<file path="src/rtl/interrupt_ack_sequencer_if.sv">
// rtl/interrupt_ack_sequencer_if.sv - CPU/resolver/OCW signal bundle for the interrupt acknowledge sequencer
interface interrupt_ack_sequencer_if;
    logic [7:0] interrupt;
    logic       inta_n;
    logic [4:0] vector_base;
    logic       auto_eoi;
    logic       rotate_aeoi;
    logic       eoi_valid;
    logic       eoi_specific;
    logic       eoi_rotate;
    logic       set_priority;
    logic [2:0] eoi_level;
    logic       int_out;
    logic       freeze;
    logic [7:0] in_service_register;
    logic [2:0] priority_rotate;
    logic [7:0] clear_irr;
    logic [7:0] data_out;
    logic       data_out_en;

    modport master (
        output interrupt, inta_n, vector_base, auto_eoi, rotate_aeoi,
               eoi_valid, eoi_specific, eoi_rotate, set_priority, eoi_level,
        input  int_out, freeze, in_service_register, priority_rotate,
               clear_irr, data_out, data_out_en
    );

    modport slave (
        input  interrupt, inta_n, vector_base, auto_eoi, rotate_aeoi,
               eoi_valid, eoi_specific, eoi_rotate, set_priority, eoi_level,
        output int_out, freeze, in_service_register, priority_rotate,
               clear_irr, data_out, data_out_en
    );
endinterface

</file>
<file path="src/rtl/interrupt_ack_sequencer.sv">
// rtl/interrupt_ack_sequencer.sv - INT/INTA handshake, in-service register, EOI and priority rotation
module interrupt_ack_sequencer #(
    parameter int NUM_IRQ = 8
) (
    input  logic                        clk,
    input  logic                        reset,
    interrupt_ack_sequencer_if.slave    bus
);

    typedef enum logic [1:0] {IDLE, ACK1, GAP, ACK2} state_t;

    localparam logic [NUM_IRQ-1:0] ONE = NUM_IRQ'(1);

    state_t               state_q;
    logic                 inta_prev_q;
    logic [2:0]           level_q;
    logic                 spurious_q;
    logic                 int_out_q;
    logic                 freeze_q;
    logic [NUM_IRQ-1:0]   isr_q, isr_d;
    logic [2:0]           prio_q, prio_d;
    logic [NUM_IRQ-1:0]   clear_irr_q;
    logic [7:0]           data_out_q;
    logic                 data_out_en_q;

    logic                 fall, rise, irq_any;
    logic [2:0]           irq_level;
    logic                 ns_found;
    logic [2:0]           ns_level, ns_probe;
    logic                 take_ack, ack_real, finish, aeoi_hit;
    logic [NUM_IRQ-1:0]   set_mask, eoi_mask, aeoi_mask;

    assign fall    = inta_prev_q & ~bus.inta_n;
    assign rise    = ~inta_prev_q & bus.inta_n;
    assign irq_any = |bus.interrupt;

    assign take_ack = (state_q == IDLE) && fall;
    assign ack_real = take_ack && irq_any;
    assign finish   = (state_q == ACK2) && rise;
    assign aeoi_hit = finish && bus.auto_eoi && !spurious_q;

    // Encode the resolver request; the lowest set bit wins if it is ever not one-hot, 7 when empty
    always_comb begin
        irq_level = 3'd7;
        for (int i = NUM_IRQ - 1; i >= 0; i--) begin
            if (bus.interrupt[i]) irq_level = 3'(i);
        end
    end

    // Non-specific EOI target: first in-service bit walking up from the highest-priority level
    always_comb begin
        ns_found = 1'b0;
        ns_level = prio_q;
        ns_probe = prio_q;
        for (int i = 0; i < NUM_IRQ; i++) begin
            ns_probe = prio_q + 3'(i);
            if (!ns_found && isr_q[ns_probe]) begin
                ns_found = 1'b1;
                ns_level = ns_probe;
            end
        end
    end

    // Next ISR and rotation: clears (EOI and AEOI) apply before the acknowledge set; external EOI rotation overrides AEOI rotation
    always_comb begin
        set_mask  = '0;
        eoi_mask  = '0;
        aeoi_mask = '0;
        prio_d    = prio_q;
        if (aeoi_hit) begin
            aeoi_mask = ONE << level_q;
            if (bus.rotate_aeoi) prio_d = level_q + 3'd1;
        end
        if (bus.eoi_valid) begin
            if (bus.set_priority) begin
                prio_d = bus.eoi_level + 3'd1;
            end else if (bus.eoi_specific) begin
                eoi_mask = ONE << bus.eoi_level;
                if (bus.eoi_rotate) prio_d = bus.eoi_level + 3'd1;
            end else if (ns_found) begin
                eoi_mask = ONE << ns_level;
                if (bus.eoi_rotate) prio_d = ns_level + 3'd1;
            end
        end
        if (ack_real) set_mask = ONE << irq_level;
        isr_d = (isr_q & ~(eoi_mask | aeoi_mask)) | set_mask;
    end

    // Acknowledge state machine with registered outputs
    always_ff @(posedge clk) begin
        if (reset) begin
            state_q       <= IDLE;
            inta_prev_q   <= 1'b1;
            level_q       <= 3'd0;
            spurious_q    <= 1'b0;
            int_out_q     <= 1'b0;
            freeze_q      <= 1'b0;
            isr_q         <= '0;
            prio_q        <= 3'd0;
            clear_irr_q   <= '0;
            data_out_q    <= 8'h00;
            data_out_en_q <= 1'b0;
        end else begin
            inta_prev_q <= bus.inta_n;
            clear_irr_q <= '0;
            isr_q       <= isr_d;
            prio_q      <= prio_d;
            case (state_q)
                IDLE: begin
                    if (fall) begin
                        state_q    <= ACK1;
                        int_out_q  <= 1'b0;
                        freeze_q   <= 1'b1;
                        level_q    <= irq_any ? irq_level : 3'd7;
                        spurious_q <= !irq_any;
                        if (irq_any) clear_irr_q <= bus.interrupt;
                    end else begin
                        int_out_q <= irq_any;
                    end
                end
                ACK1: begin
                    if (rise) state_q <= GAP;
                end
                GAP: begin
                    if (fall) begin
                        state_q       <= ACK2;
                        data_out_q    <= {bus.vector_base, level_q};
                        data_out_en_q <= 1'b1;
                    end
                end
                ACK2: begin
                    if (rise) begin
                        state_q       <= IDLE;
                        data_out_en_q <= 1'b0;
                        freeze_q      <= 1'b0;
                    end
                end
                default: state_q <= IDLE;
            endcase
        end
    end

    assign bus.int_out             = int_out_q;
    assign bus.freeze              = freeze_q;
    assign bus.in_service_register = isr_q;
    assign bus.priority_rotate     = prio_q;
    assign bus.clear_irr           = clear_irr_q;
    assign bus.data_out            = data_out_q;
    assign bus.data_out_en         = data_out_en_q;

endmodule

</file>
<file path="src/flat_wrapper.sv">
// flat-port wrapper written by rule: the top's interface ports become plain ports
module interrupt_ack_sequencer_flat 
#(
    parameter int NUM_IRQ = 8
)
  (clk, reset, bus_interrupt, bus_inta_n, bus_vector_base, bus_auto_eoi, bus_rotate_aeoi, bus_eoi_valid, bus_eoi_specific, bus_eoi_rotate, bus_set_priority, bus_eoi_level, bus_int_out, bus_freeze, bus_in_service_register, bus_priority_rotate, bus_clear_irr, bus_data_out, bus_data_out_en);
  interrupt_ack_sequencer_if bus_i ();
  input  logic clk;
  input  logic reset;
  input wire logic [$bits(bus_i.interrupt)-1:0] bus_interrupt;
  input wire logic [$bits(bus_i.inta_n)-1:0] bus_inta_n;
  input wire logic [$bits(bus_i.vector_base)-1:0] bus_vector_base;
  input wire logic [$bits(bus_i.auto_eoi)-1:0] bus_auto_eoi;
  input wire logic [$bits(bus_i.rotate_aeoi)-1:0] bus_rotate_aeoi;
  input wire logic [$bits(bus_i.eoi_valid)-1:0] bus_eoi_valid;
  input wire logic [$bits(bus_i.eoi_specific)-1:0] bus_eoi_specific;
  input wire logic [$bits(bus_i.eoi_rotate)-1:0] bus_eoi_rotate;
  input wire logic [$bits(bus_i.set_priority)-1:0] bus_set_priority;
  input wire logic [$bits(bus_i.eoi_level)-1:0] bus_eoi_level;
  output wire logic [$bits(bus_i.int_out)-1:0] bus_int_out;
  output wire logic [$bits(bus_i.freeze)-1:0] bus_freeze;
  output wire logic [$bits(bus_i.in_service_register)-1:0] bus_in_service_register;
  output wire logic [$bits(bus_i.priority_rotate)-1:0] bus_priority_rotate;
  output wire logic [$bits(bus_i.clear_irr)-1:0] bus_clear_irr;
  output wire logic [$bits(bus_i.data_out)-1:0] bus_data_out;
  output wire logic [$bits(bus_i.data_out_en)-1:0] bus_data_out_en;
  assign bus_i.interrupt = bus_interrupt;
  assign bus_i.inta_n = bus_inta_n;
  assign bus_i.vector_base = bus_vector_base;
  assign bus_i.auto_eoi = bus_auto_eoi;
  assign bus_i.rotate_aeoi = bus_rotate_aeoi;
  assign bus_i.eoi_valid = bus_eoi_valid;
  assign bus_i.eoi_specific = bus_eoi_specific;
  assign bus_i.eoi_rotate = bus_eoi_rotate;
  assign bus_i.set_priority = bus_set_priority;
  assign bus_i.eoi_level = bus_eoi_level;
  assign bus_int_out = bus_i.int_out;
  assign bus_freeze = bus_i.freeze;
  assign bus_in_service_register = bus_i.in_service_register;
  assign bus_priority_rotate = bus_i.priority_rotate;
  assign bus_clear_irr = bus_i.clear_irr;
  assign bus_data_out = bus_i.data_out;
  assign bus_data_out_en = bus_i.data_out_en;
  interrupt_ack_sequencer #(.NUM_IRQ(NUM_IRQ)) u_core (.clk(clk), .reset(reset), .bus(bus_i));
endmodule
</file>
<file path="config.mk">
export PLATFORM = sky130hd
export DESIGN_NAME = interrupt_ack_sequencer_flat
export DESIGN_NICKNAME = d
export VERILOG_FILES = /design/src/rtl/interrupt_ack_sequencer_if.sv /design/src/rtl/interrupt_ack_sequencer.sv /design/src/flat_wrapper.sv
export SDC_FILE = /design/constraint.sdc
export NUM_CORES = 1
export LEC_CHECK = 0
export BUFFER_PORTS_ARGS = -buffer_cell sky130_fd_sc_hd__clkbuf_2
export CAP_MARGIN = 10
export CORE_ASPECT_RATIO = 0.5
export CORE_MARGIN = 2
export CORE_UTILIZATION = 61
export CTS_CLUSTER_SIZE = 24
export DETAILED_ROUTE_END_ITERATION = 12
export PLACE_DENSITY = 0.95
export RECOVER_POWER = 100
export SYNTH_ARGS = -nofsm -noshare
export SYNTH_HDL_FRONTEND = slang
export SYNTH_SLANG_ARGS = --single-unit
export TNS_END_PERCENT = 30
</file>
<file path="constraint.sdc">
create_clock -name clk -period 12.3 [get_ports clk]
set_input_delay 3.69 -clock clk [delete_from_list [all_inputs] [get_ports clk]]
set_output_delay 3.69 -clock clk [all_outputs]
set_load 0.005 [all_outputs]
</file>
## After elaboration in Yosys (flattened, before gate mapping)

Index checks and enable logic that the tools add are counted.

- Logic and storage cells: 145
- Register bits: 37
- Output and inout port bits: 30

- Add/sub/neg operators: 10
- Magnitude comparators: 8
- Multiplexer cells: 63
- Equality and inequality tests: 7
- Bitwise operators: 11
- Shift operators: 4
- Reduce and logical (&&, ||, !) cells: 31

Operators with widths:

| kind | number |
|---|---|
| $mux 3 | 22 |
| $mux 8 | 6 |
| $lt 3x4->1 const B | 8 |
| $shl 1x3->8 const A | 4 |
| $bmux 1 s3 | 8 |
| $mux 1 | 20 |
| $or 8x8->8 | 2 |
| $add 3x1->3 const B | 4 |
| $add 3x3->3 const B | 4 |
| $logic_and 1x1->1 | 12 |
| $logic_not 1->1 | 9 |
| $and 8x8->8 | 1 |
| $mux 2 | 4 |
| $ne 2x1->1 const B | 4 |
| $not 8->8 | 1 |
| $pmux 2 s4 | 1 |
| $reduce_or 8->1 | 1 |
| $add 3x2->3 const B | 2 |
| $reduce_and 3->1 | 2 |
| $not 1->1 | 5 |
| $eq 2x2->1 const B | 2 |
| $pmux 1 s2 | 2 |
| $reduce_and 2->1 | 2 |
| $reduce_and 4->1 | 1 |
| other kinds (5) | 7 |

## Longest topological paths before layout

Gate-level depths: netlist of the first run.

- Depth after elaboration: 33
- Depth in mapped cells: 17
- Gate-level depth less buffers: 15

## Worst setup path before layout of the first run

Ideal clock, no wire load.

- Path kind: in2reg
- From: in bus_inta_n
- To: reg u_core.prio_q[0] (netlist: u_core.bus.priority_rotate[0])
- Path slack: 7.149 ns
- Arrival time: 5.085 ns
- Cell stages on the path: 8
- Data required time: 12.235 ns
- Path buffers: 0
- Path through: nand3b_1 -> nor3b_1 -> nand2_1 -> o21ai_0 -> o21ai_0 -> a211oi_1 -> o22ai_1 -> nor2_1

- Word-level cells in the longest chain between the ends: 10

Ends and longest elaborated chain:

| element | line | RTL |
|---|---|---|
| start, declared | flat_wrapper.sv:11 | `input wire logic [$bits(bus_i.inta_n)-1:0] bus_inta_n;` |
| $and 1x1->1 * | interrupt_ack_sequencer.sv:34 | `assign rise = ~inta_prev_q & bus.inta_n;` |
| $logic_and 1x1->1 * | interrupt_ack_sequencer.sv:39 | `assign finish = (state_q == ACK2) && rise;` |
| $logic_and 1x1->1 * (2 in series) | interrupt_ack_sequencer.sv:40 | `assign aeoi_hit = finish && bus.auto_eoi && !spurious_q;` |
| $mux 3 * | interrupt_ack_sequencer.sv:70 | `if (aeoi_hit) begin` |
| $mux 3 | interrupt_ack_sequencer.sv:82 | `if (bus.eoi_rotate) prio_d = ns_level + 3'd1;` |
| $mux 3 | interrupt_ack_sequencer.sv:80 | `end else if (ns_found) begin` |
| $mux 3 | interrupt_ack_sequencer.sv:77 | `end else if (bus.eoi_specific) begin` |
| $mux 3 | interrupt_ack_sequencer.sv:75 | `if (bus.set_priority) begin` |
| $mux 3 * | interrupt_ack_sequencer.sv:74 | `if (bus.eoi_valid) begin` |
| end signal, assigned | interrupt_ack_sequencer.sv:107 | `prio_q <= prio_d;` |
| end, declared | interrupt_ack_sequencer.sv:21 | `logic [2:0] prio_q, prio_d;` |

Mark *: on every way between the ends. The rest lies on a longest branch, timed or not.
A chain may end at the register's enable or synchronous reset.

## Worst setup path after layout of the first run

Same ends and word-level chain as after synthesis.

==> results of run 1 <==
-- state kept, by name (all words and copies together), names as in the netlist --
| signal | flops |
|---|---|
| u_core.bus.in_service_register | 8 |
| u_core.bus.clear_irr | 8 |
| u_core.spurious_q | 1 |
| u_core.level_q | 3 |
| u_core.bus.priority_rotate | 3 |
| u_core.bus.data_out | 8 |
| u_core.bus.data_out_en | 1 |
| u_core.bus.int_out | 1 |
| u_core.bus.freeze | 1 |
| u_core.inta_prev_q | 1 |
| u_core.state_q | 2 |
-- where the power goes --
part / switching (W) / internal, W
sequential: 0.0000133 / 0.000128
clock: 0.0000448 / 0.0000391
combinational: 0.0000722 / 0.0000548
total: 0.000130 / 0.000222
-- cells in the final DEF, fill, tap and decap left out, drive strengths merged, types with 2 or more instances in the layout --
cell type / count
clkbuf: 59
nand2: 49
dfxtp: 37
nor2: 31
a21oi: 27
inv: 21
ha: 19
o21ai: 17
mux2i: 14
mux4: 13
nand3: 12
nor2b: 11
nor3: 8
o22ai: 8
and2: 8
a31oi: 7
mux2: 5
xnor2: 4
nor3b: 4
o31ai: 4
o32ai: 4
a21boi: 4
o2111ai: 3
o21a: 3
o211ai: 3
nand4: 3
clkinv: 3
nand2b: 2
a22oi: 2
o311a: 2
or3b: 2
nor4: 2
and3: 2
nand3b: 2
a2111oi: 2
a32oi: 2
-- through the flow --
stage,utilization [%],setup slack (ps)
floorplan,-,7150
detailed placement,68.0,6600
global placement,68.0,6740
finish,69.3,6800
global route,69.3,6550
CTS,69.8,6910
-- worst max-delay path: cells and delay by family --
kind	cells	cell delay, ps
simple gates	4	1090
compound gates	4	820
buf+inv	1	130
-- cells by family after synthesis --
family / count (synthesis) / share of synthesized area (%)
AO/OA/AOI/OAI: 95 / 21.2
XOR/XNOR: 5 / 1.42
adder cells (fa/ha/maj): 19 / 7.73
buffers and inverters: 39 / 6.23
flip-flops: 37 / 24.1
multiplexers: 32 / 17.0
AND/OR/NAND/NOR: 142 / 22.3
-- routing by layer --
layer  vias to the layer above  routed length [um]  track usage [%]
li1                       1447                   -                -
met1                      1404                3230             34.7
met2                       128                3480             44.7
met3                        20                 544             6.30
met4                         0                 138             9.91
met5                         -                   0                0
-- final cells by class --
cell class / count / area, um^2 / area share (%)
Clock inverter: 3 / 17.5 / 0.517
Inverter: 22 / 82.6 / 2.44
Sequential cell: 37 / 741 / 21.9
Clock buffer: 5 / 68.8 / 2.03
Timing Repair Buffer: 54 / 248 / 7.31
Tap cell: 70 / 87.6 / 2.59
Multi-Input combinational cell: 293 / 2140 / 63.2
-- worst paths after layout --
kind / end / slack (ps) / startpoint
worst max register to register: u_core.bus.priority_rotate[2] / 7210 / u_core.bus.priority_rotate[1]
worst max-delay path: u_core.bus.priority_rotate[0] / 6800 / bus_inta_n
worst min register to register: u_core.bus.data_out[7] / 470 / u_core.bus.data_out[7]
worst min-delay path: u_core.bus.data_out[7] / 470 / u_core.bus.data_out[7]
==> flow_metrics.tcl, run 1 <==
set metrics [dict create \
    run_status "complete, no violations" \
    core-area_um2 4890 \
    nets 457 \
    vias_per_cell 6.20 \
    cellLeakagePower_nw 1.37 \
    hold_class "register to register" \
    setup_tns_ps 0 \
    syn2layout_area_growth_pct 10.2 \
    cts_tree "built" \
    vias 2999 \
    drive_gt1_share_pct 15.7 \
    die_area_um2 5660 \
    synthDistinctLibCells 63 \
    wl_um 7400 \
    grt_pass1_vias 2566 \
    synth_edf_count 0 \
    slew_headroom_pct 1.07 \
    rows 18 \
    ctsHoldBuffers 0 \
    yosys.area.top_type "dfxtp_1" \
    setup_viol 0 \
    stdcell_count 484 \
    hold_viol 0 \
    maxCapViolCount 0 \
    critPathLaunchType "input port" \
    grt.total_usage_pct 26.7 \
    synth_common_cells "nand2_1 (49), dfxtp_1 (37), nor2_1 (30)" \
    cts.reportedPaths.clkPinSlew_ps 80 \
    design_area_um2 3390 \
    synthTopCellsByArea "dfxtp_1 (24%), ha_1 (7.7%), nand2_1 (6.0%), mux4_2 (5.1%), a21oi_1 (4.4%)" \
    synthArstFlopShare_pct 0 \
    cts_resized 0 \
    drv_slew 0 \
    cp.required_ps 12530 \
    cp.arrival_ps 5730 \
    grt_pass1_wl_um 11900 \
    hold_ws_ps 467 \
    crit_path_frequent_cell "o21ai_0" \
    power.density_nw_per_um2 104 \
    crit_path_max_fanout 6 \
    ys_ff_latch 37 \
    dr.pass1.iters 5 \
    ys.flop_type "dfxtp_1" \
    cts_made_buffers 5 \
    yosysSeqAreaShare_pct 24.1 \
    syn_area_um2 3070 \
    skew_ps 9.44 \
    path_cells "clkbuf_1 -> nand3b_1 -> nor3b_1 -> nand2_1 -> o21ai_0 -> o21ai_0 -> a211oi_1 -> o22ai_1 -> nor2_1" \
    vdd_drop_max_mv 0.0823 \
    crit_path_top_delay_cell "nor3b_1" \
    endpoint_kind "register" \
    cts.sinks 37 \
    synthCells 369 \
    fin_crit_sh_pct 44.7 \
    placed_cells 476 \
    yosysMostFrequentCell "nand2_1" \
    drtIter0Drc 293 \
    period_needed_ps 5500 \
    yosysWarnings 0 \
    gp_congestion 0.906 \
    io_buffers 54 \
    start_util_pct 62.9 \
    setup.worst_path.class "input port to register" \
    synth_fp_nets 413 \
    hold_depth 2 \
    antenna_cells 0 \
    grt_remaining_overflow 0 \
    rsz0062_at_grt "no" \
    grt_max_degree 36 \
    ant_nets 0 \
    die_h_um 54.2 \
    worst-r2r-cell-count 14 \
    max_freq_mhz 182 \
    antenna_found_initial 0 \
    slowest_delay_ps 620 \
    clock_latency_ps 300 \
    power_w 0.000352 \
    syn_area_per_cell_um2 8.33 \
    cts_max_level 2 \
    root_buffer "clkbuf_8" \
    placed_area_um2 3320 \
    die_w_um 104 \
    io-pin-count 55 \
    dp_hpwl_um 5500 \
    synth_top_area_share_pct 24.1 \
    tightest_slew_ps 1480 \
    post_cts_buffers 0 \
    cts_max_path_buffers 2 \
    routedWlPerCell_um 15.3 \
    drc_errors 0 \
    fillers 388 \
]
(Power assumes the default switching activity.)
==> run 2: changes to the inputs <==
--- a/config.mk
+++ b/config.mk
@@ -9,10 +9,10 @@
 export CAP_MARGIN = 10
 export CORE_ASPECT_RATIO = 0.5
 export CORE_MARGIN = 2
-export CORE_UTILIZATION = 61
+export CORE_UTILIZATION = 57
 export CTS_CLUSTER_SIZE = 24
 export DETAILED_ROUTE_END_ITERATION = 12
-export PLACE_DENSITY = 0.95
+export PLACE_DENSITY = 0.91
 export RECOVER_POWER = 100
 export SYNTH_ARGS = -nofsm -noshare
 export SYNTH_HDL_FRONTEND = slang
==> constraint.sdc (replaced) <==
create_clock -name clk -period 5.3 [get_ports clk]
set_input_delay 1.59 -clock clk [delete_from_list [all_inputs] [get_ports clk]]
set_output_delay 1.59 -clock clk [all_outputs]
set_load 0.005 [all_outputs]
==> flow_metrics.tcl, run 2 (synthesis results as in run 1) <==
set metrics [dict create \
    run_status "complete, but fails checks" \
    cts_resized 0 \
    antenna_cells 0 \
    cts.reportedPaths.clkPinSlew_ps 80 \
    fillers 405 \
    period_needed_ps 4550 \
    slowest_delay_ps 700 \
    post_cts_buffers 0 \
    crit_path_top_delay_cell "clkbuf_1" \
    cp_top_family "compound AO/OA/AOI/OAI gates" \
    hold_class "register to register" \
    cp.required_ps 5410 \
    vias_per_cell 6.32 \
    drc_errors 0 \
    power_frac_clock_pct 32.0 \
    io_buffers 54 \
    setup.worst_path.class "register to register" \
    final_cell_mix "nand2_1 (49), clkbuf_2 (42), dfxtp_1 (37)" \
    die_w_um 108 \
    rsz0062_at_grt "no" \
    endpoint_kind "register" \
    grt_max_degree 36 \
    wl_um 7950 \
    crit_path_max_fanout 16 \
    core-area_um2 5070 \
    max_freq_mhz 220 \
    cts_max_level 2 \
    p_int_w 0.000615 \
    seqPwrFrac_pct 34.5 \
    vdd_drop_max_mv 0.215 \
    cts_made_buffers 5 \
    dr.pass1.iters 5 \
    hold_viol 0 \
    maxCapViolCount 1 \
    p_sw_w 0.000312 \
    critPathLaunchType "register" \
    cts_tree "built" \
    antenna_found_initial 0 \
    rows 18 \
    final_common_cell "nand2_1" \
    power.density_nw_per_um2 268 \
    hold_ws_ps 461 \
    cts.sinks 37 \
    cellLeakagePower_nw 1.43 \
    power_frac_comb_pct 33.5 \
    cts_max_path_buffers 2 \
    grt_pass1_vias 2924 \
    start_util_pct 60.7 \
    path_cells "clkbuf_1 -> ha_1 -> mux4_2 -> a32oi_1 -> o21ai_0 -> o311a_1 -> o31ai_4 -> and2b_2 -> ha_1 -> nand3_1 -> o21a_1 -> o22ai_1 -> a21oi_1 -> nor3_1" \
    skew_ps 4.25 \
    crit_path_frequent_cell "ha_1" \
    die_h_um 55.9 \
    slew_headroom_pct 0.227 \
    die_area_um2 6030 \
    io-pin-count 55 \
    syn2layout_area_growth_pct 12.5 \
    path_buf_inv 1 \
    setup_viol 0 \
    fin_crit_sh_pct 85.9 \
    root_buffer "clkbuf_8" \
    grt.total_usage_pct 27.1 \
    grt_remaining_overflow 0 \
    nets 460 \
    drv_slew 0 \
    setup_tns_ps 0 \
    grt_pass1_wl_um 13400 \
    drive_gt1_share_pct 17.3 \
    netSwitchingFraction_pct 33.7 \
    ant_nets 0 \
    rrSetupSlack_ps 750 \
    gp_congestion 0.947 \
    cp.arrival_ps 4670 \
    dp_hpwl_um 5800 \
    drtIter0Drc 351 \
    clock_latency_ps 290 \
    routedWlPerCell_um 16.3 \
    vias 3077 \
    ctsHoldBuffers 0 \
    tightest_slew_ps 1500 \
    violations "max-capacitance violations" \
]
[run 2: final timing paths]
kind	from	end	cells after the start
max reg2reg	u_core.bus.priority_rotate[1]	u_core.bus.priority_rotate[2]	14
min	u_core.bus.data_out[1]	u_core.bus.data_out[1]	2
min reg2reg	u_core.bus.data_out[1]	u_core.bus.data_out[1]	2
max	u_core.bus.priority_rotate[1]	u_core.bus.priority_rotate[2]	14
[run 2: final cells by class]
| cell class | count | area [um^2] | share of cell area [%] |
|---|---|---|---|
| well taps | 70 | 87.6 | 2.53 |
| inverters | 22 | 82.6 | 2.39 |
| clock inverters | 3 | 68.8 | 1.99 |
| flip-flops and latches | 37 | 741 | 21.4 |
| clock buffers | 5 | 68.8 | 1.99 |
| multi-input cells | 293 | 2130 | 61.7 |
| repair buffers | 57 | 274 | 7.93 |
[run 2: worst reg2reg max path: cells and delay by family (launching register included)]
kind / cells / cell delay, ps
compound gates: 7 / 1800
fa+ha+maj: 2 / 710
buf+inv: 1 / 700
simple gates: 3 / 440
mux: 1 / 380
flops: 1 / 340
[run 2: through the flow]
stage,instance area (um^2),std cells,worst slack (ps),util [%],power [W]
2_1_floorplan,3070,369,1350,-,0.000557
3_3_place_gp,3350,479,1200,66.0,0.000619
3_5_place_dp,3350,479,1050,66.0,0.000629
4_1_cts,3480,487,994,68.7,0.000925
5_1_grt,3460,487,532,68.2,0.000973
6_report,3460,487,745,68.2,0.000927
[run 2: power by group through the flow]
stage          combinational (W)  clock [W]  sequential [W]
5_1_grt                 0.000341   0.000310        0.000323
6_report                0.000310   0.000297        0.000320
4_1_cts                 0.000308   0.000298        0.000319
2_1_floorplan           0.000238          0        0.000319
3_5_place_dp            0.000303          0        0.000326
3_3_place_gp            0.000294          0        0.000324
[run 2: metal layers]
layer  vias up  share of wire (%)  global-route usage, %
met5         -                  0                      0
met4         0                3.1                   8.06
met3        29                7.5                   5.04
met2       148                 48                   45.3
met1      1451                 42                   35.7
li1       1449                  -                      -
